--- src/rtl/alu_sequencer.sv ---
// Control stage for the 4-bit arithmetic unit: one instruction at a time over valid/ready,
// 4x4 register file, fixed-latency control window and writeback of the registered ALU result.
module alu_sequencer #(
   parameter int unsigned ARITH_LAT = 1,
   parameter int unsigned SHIFT_LAT = 3
) (
   input  logic       clk,
   input  logic       reset,
   input  logic [7:0] instr,
   input  logic       instr_valid,
   output logic       instr_ready,
   input  logic       wr_en,
   input  logic [1:0] wr_addr,
   input  logic [3:0] wr_data,
   input  logic [1:0] rd_addr,
   output logic [3:0] rd_data,
   output logic       alu_add,
   output logic       alu_sub,
   output logic       alu_lshift,
   output logic       alu_rshift,
   output logic       alu_load,
   output logic [3:0] alu_in1,
   output logic [3:0] alu_in2,
   input  logic [3:0] alu_out,
   input  logic       alu_overflow,
   output logic [3:0] result,
   output logic       overflow,
   output logic       done,
   output logic       busy
);

   localparam int unsigned DW       = 4;
   localparam int unsigned RF_DEPTH = 4;
   localparam int unsigned CW       = 3;

   localparam logic [1:0] S_IDLE  = 2'd0;
   localparam logic [1:0] S_ISSUE = 2'd1;
   localparam logic [1:0] S_WAIT  = 2'd2;
   localparam logic [1:0] S_WB    = 2'd3;

   logic [1:0]    state, state_nxt;
   logic [CW-1:0] cnt;
   logic [DW-1:0] rf [RF_DEPTH];
   logic [1:0]    rd_q;
   logic [DW-1:0] opa_q, opb_q;
   logic [1:0]    op_c;
   logic          accept_c;

   assign op_c     = instr[7:6];
   assign accept_c = (state == S_IDLE) && instr_valid;
   assign rd_data  = rf[rd_addr];
   assign alu_in1  = opa_q;
   assign alu_in2  = opb_q;

   // State register
   always_ff @(posedge clk) begin
      if (reset) state <= S_IDLE;
      else       state <= state_nxt;
   end

   // Next-state: counter reaching zero ends the control window
   always_comb begin
      state_nxt = state;
      case (state)
         S_IDLE:          if (accept_c) state_nxt = S_ISSUE;
         S_ISSUE, S_WAIT: state_nxt = (cnt == CW'(1)) ? S_WB : S_WAIT;
         S_WB:            state_nxt = S_IDLE;
         default:         state_nxt = S_IDLE;
      endcase
   end

   // Datapath, register file and registered outputs; writeback overrides a colliding host write
   always_ff @(posedge clk) begin
      if (reset) begin
         rf          <= '{default: '0};
         rd_q        <= '0;
         opa_q       <= '0;
         opb_q       <= '0;
         cnt         <= '0;
         alu_add     <= 1'b0;
         alu_sub     <= 1'b0;
         alu_lshift  <= 1'b0;
         alu_rshift  <= 1'b0;
         alu_load    <= 1'b0;
         result      <= '0;
         overflow    <= 1'b0;
         done        <= 1'b0;
         busy        <= 1'b0;
         instr_ready <= 1'b1;
      end else begin
         done        <= (state_nxt == S_WB);
         instr_ready <= (state_nxt == S_IDLE);
         busy        <= (state_nxt != S_IDLE);
         alu_load    <= 1'b0;
         if (wr_en) rf[wr_addr] <= wr_data;
         case (state)
            S_IDLE: begin
               if (accept_c) begin
                  rd_q       <= instr[5:4];
                  opa_q      <= rf[instr[3:2]];
                  opb_q      <= rf[instr[1:0]];
                  cnt        <= op_c[1] ? CW'(SHIFT_LAT) : CW'(ARITH_LAT);
                  alu_add    <= (op_c == 2'b00);
                  alu_sub    <= (op_c == 2'b01);
                  alu_lshift <= (op_c == 2'b10);
                  alu_rshift <= (op_c == 2'b11);
                  alu_load   <= op_c[1];
               end
            end
            S_ISSUE, S_WAIT: begin
               cnt <= cnt - CW'(1);
               if (state_nxt == S_WB) begin
                  alu_add    <= 1'b0;
                  alu_sub    <= 1'b0;
                  alu_lshift <= 1'b0;
                  alu_rshift <= 1'b0;
               end
            end
            S_WB: begin
               rf[rd_q] <= alu_out;
               result   <= alu_out;
               overflow <= alu_overflow;
            end
            default: ;
         endcase
      end
   end

endmodule
--- config.mk ---
export PLATFORM = sky130hd
export DESIGN_NAME = alu_sequencer
export DESIGN_NICKNAME = d
export VERILOG_FILES = /design/src/rtl/alu_sequencer.sv
export SDC_FILE = /design/constraint.sdc
export NUM_CORES = 1
export LEC_CHECK = 0
export ABC_AREA = 1
export CAP_MARGIN = 20
export CORE_MARGIN = 5
export CORE_UTILIZATION = 50
export CTS_CLUSTER_DIAMETER = 80
export DETAILED_ROUTE_END_ITERATION = 10
export GPL_TIMING_DRIVEN = 0
export MAX_ROUTING_LAYER = met4
export PLACE_DENSITY = 0.79
export SETUP_SLACK_MARGIN = 0.05
export SYNTH_ARGS = -nofsm -noshare
export SYNTH_HDL_FRONTEND = slang
export SYNTH_SLANG_ARGS = --single-unit
--- constraint.sdc ---
create_clock -name clk -period 1.8 [get_ports clk]
set_clock_uncertainty 0.15 [all_clocks]
set_input_delay 0.27 -clock clk [delete_from_list [all_inputs] [get_ports clk]]
set_output_delay 0.27 -clock clk [all_outputs]
set_load 0.005 [all_outputs]
==> flow_summary.yaml <==
run_status:
  status: "completed"
final_layout:
  layout-drive-gt1-share_pct: 12.69
  syn_to_final_growth_pct: 27.74
  final_cell_mix: "inv_1, nand2_1, dfxtp_1"
  nets: 415
  layout_commonest_cell: "inv_1"
  antenna_cells: 0
  fillCellCount: 422
  fin_area_mm2: 0.002933
clocking:
  ctsHoldBuffers: 0
  clock_latency_ps: 300
  cts_root_buf: "clkbuf_8"
  cts_sinks: 44
  tritoncts: "yes"
  htreeDepth: 2
  clockBufferDepth: 2
  cts_buffers: 5
  clkSlewWorstSetupHoldPaths_ps: 80
synth:
  ys_seq_area_share_pct: 38.37
  netlist_area_mm2: 0.002296
  synth_seq_cells: 44
  synth_nets: 362
  ys_types: 23
  synthCells: 332
  postSynthAreaPerCell_um2: 6.916
  yosysWarningCount: 0
sta:
  tightest_slew_ps: 496.0
  worst_slack_ps: 55.41
  rsz0062_at_grt: "yes"
  finalMaxSlewViolations: 0
  finalHoldViolCount: 0
  fin_crit_sh_pct: 96.92
  setup_viol: 0
  min_period_ps: 1745
  setup-tns-final_ps: 0
  clock.fmax_mhz: 573.2
  relSlewSlack_pct: 66.93
place:
  pre_cts_slack_ps: -549.0
  numPortBuffers: 45
  gp_congestion: 0.8603
  dp_hpwl_um: 4275
  placed_cell_area_mm2: 0.002811
power_and_ir_drop:
  switching_share_pct: 37.11
  ir_drop_mv: 0.8182
  power.switching_mw: 1.277
  power_frac_comb_pct: 43.1
  p_int_mw: 2.164
  powerDensity_mw_per_mm2: 1173
  p_leak_nw: 1.332
  p_clk_share_pct: 18.8
  p_seq_share_pct: 38.1
floorplanning:
  rows: 24
  start_util_pct: 52.01
  die_area_mm2: 0.006047
  fp.dieH_um: 77.77
  core_mm2: 0.004414
  io_pins: 50
  fp.dieW_um: 77.77
grt:
  antenna_found_initial: 0
  grt_max_degree: 14
  grtUsageTotal_pct: 20.13
  grt_pass1_wl_um: 9908
  grt_pass1_vias: 2222
  grt.overflow.total: 0
worst_setup_path:
  crit_fanout: 8
  cp.arrival_ps: 1320
  critical_path.cell_chain: "clkdlybuf4s50_1 > inv_2 > o21ai_2 > a21oi_2 > a21oi_2 > dlygate4sd2_1"
  crit_type: "primary input to primary output"
  r2r_cells: 8
  cpMostUsedCell: "a21oi_2"
  r2r-end: "cnt[1]"
  timing.critical_path.slowest_cell_delay_ps: 410
  crit_path_start_kind: "primary input"
  reg2reg_slack_ps: 120
  critPathSlowestCell: "clkdlybuf4s50_1"
  r2r-start: "state[0]"
  required_ps: 1380
  endpoint_kind: "primary output"
hold_path:
  holdCritPathClass: "primary input to flip-flop"
  worstHoldPathCells: 6
  hold_path_end: "alu_in1[0]"
  min_from: "instr[2]"
flow_run:
  drv_cap: 0
detailed_routing:
  wire_per_inst_um: 13.13
  drtPass1Iterations: 4
  num_vias: 2341
  ant_nets: 0
  first_iter_violations: 141
  drt-total-wl_um: 5752
  vias_per_cell: 5.345
  drc_errors: 0
routing by layer:
metal | routed length (um) | share of wire (%) | vias to the layer above | global-route usage [%]
li1 | - | - | 1187 | -
met1 | 2567 | 45 | 1089 | 23.49
met2 | 2810 | 49 | 59 | 33.39
met3 | 313 | 5.4 | 6 | 5.208
met4 | 61 | 1.1 | 0 | 6.873
met5 | 0 | 0 | - | -
registers in the layout, indices dropped and copies added (netlist names), 2 cells and up:
name and cells:
rf 16, alu_in1 4, alu_in2 4, result 4, cnt 3, rd_q 2
state 2
timing repair:
item,CTS,global route
endpoints found under the hold margin,0,0
endpoints found under the setup margin,4,7
resized for setup,14,8
pin swaps,0,1
setup buffers,0,1
power groups by stage:
stage	registers (mW)	logic, mW	clock network, mW
CTS	1.31	1.38	0.669
global route	1.34	1.67	0.717
global placement	1.33	1.34	0
finish	1.31	1.48	0.648
floorplan	1.33	0.882	0
detailed placement	1.33	1.37	0
cell usage after synthesis, drive strengths merged:
master  instances  area, um2
inv            60      227.7
a21oi          47      239.0
o21ai          46      241.5
nand2          45      176.4
dfxtp          44      880.8
nor2           29      111.4
nand3          25      145.1
o211ai         12      90.09
buf             9      51.30
ha              5      62.56
clkbuf          4      15.01
nor3            4      42.54
nand4           2      12.51
cells by family (layout without fill, tap and decap cells):
| logic type | Yosys count | in the layout | synth area share (%) |
|---|---|---|---|
| flops | 44 | 44 | 38.36 |
| simple gates | 105 | 105 | 21.25 |
| buf+inv | 73 | 127 | 12.81 |
| compound gates | 105 | 105 | 24.85 |
| fa+ha+maj | 5 | 5 | 2.725 |
worst max path at each step:
stage | start | endpoint | slack (ps) | cells after the start
floorplan | state[0] | alu_add | 290 | 7
global placement | rd_addr[0] | rd_data[2] | -550 | 7
detailed placement | rd_addr[0] | rd_data[2] | -550 | 7
CTS | rd_addr[1] | rd_data[2] | 50 | 6
global route | rd_addr[1] | rd_data[2] | 5 | 6
finish | rd_addr[1] | rd_data[2] | 60 | 6
cell type report:
class	count	area, um2	area share (%)
Clock buffer	7	86.33	2.944
Multi-Input combinational cell	215	1144	38.99
Sequential cell	44	880.8	30.03
Clock inverter	1	7.507	0.2560
Inverter	60	227.7	7.764
Timing Repair Buffer	46	455.4	15.53
Buffer	13	66.31	2.261
Tap cell	52	65.06	2.218
critical path: cells and delay by family:
| kind | cells | cell delay, ps |
|---|---|---|
| buffers and inverters | 3 | 810 |
| AOI/OAI and AO/OA | 3 | 240 |
through the flow:
stage,power (mW),hold WS [ps],util [%],cells
CTS,3.356,293.7,65.56,437
detailed placement,2.705,331.6,63.69,429
global placement,2.671,321.7,63.69,429
floorplan,2.209,253.8,-,332
finish,3.441,298.8,66.44,438
global route,3.717,340.7,66.44,438
Power figures use the tool's default switching activity.
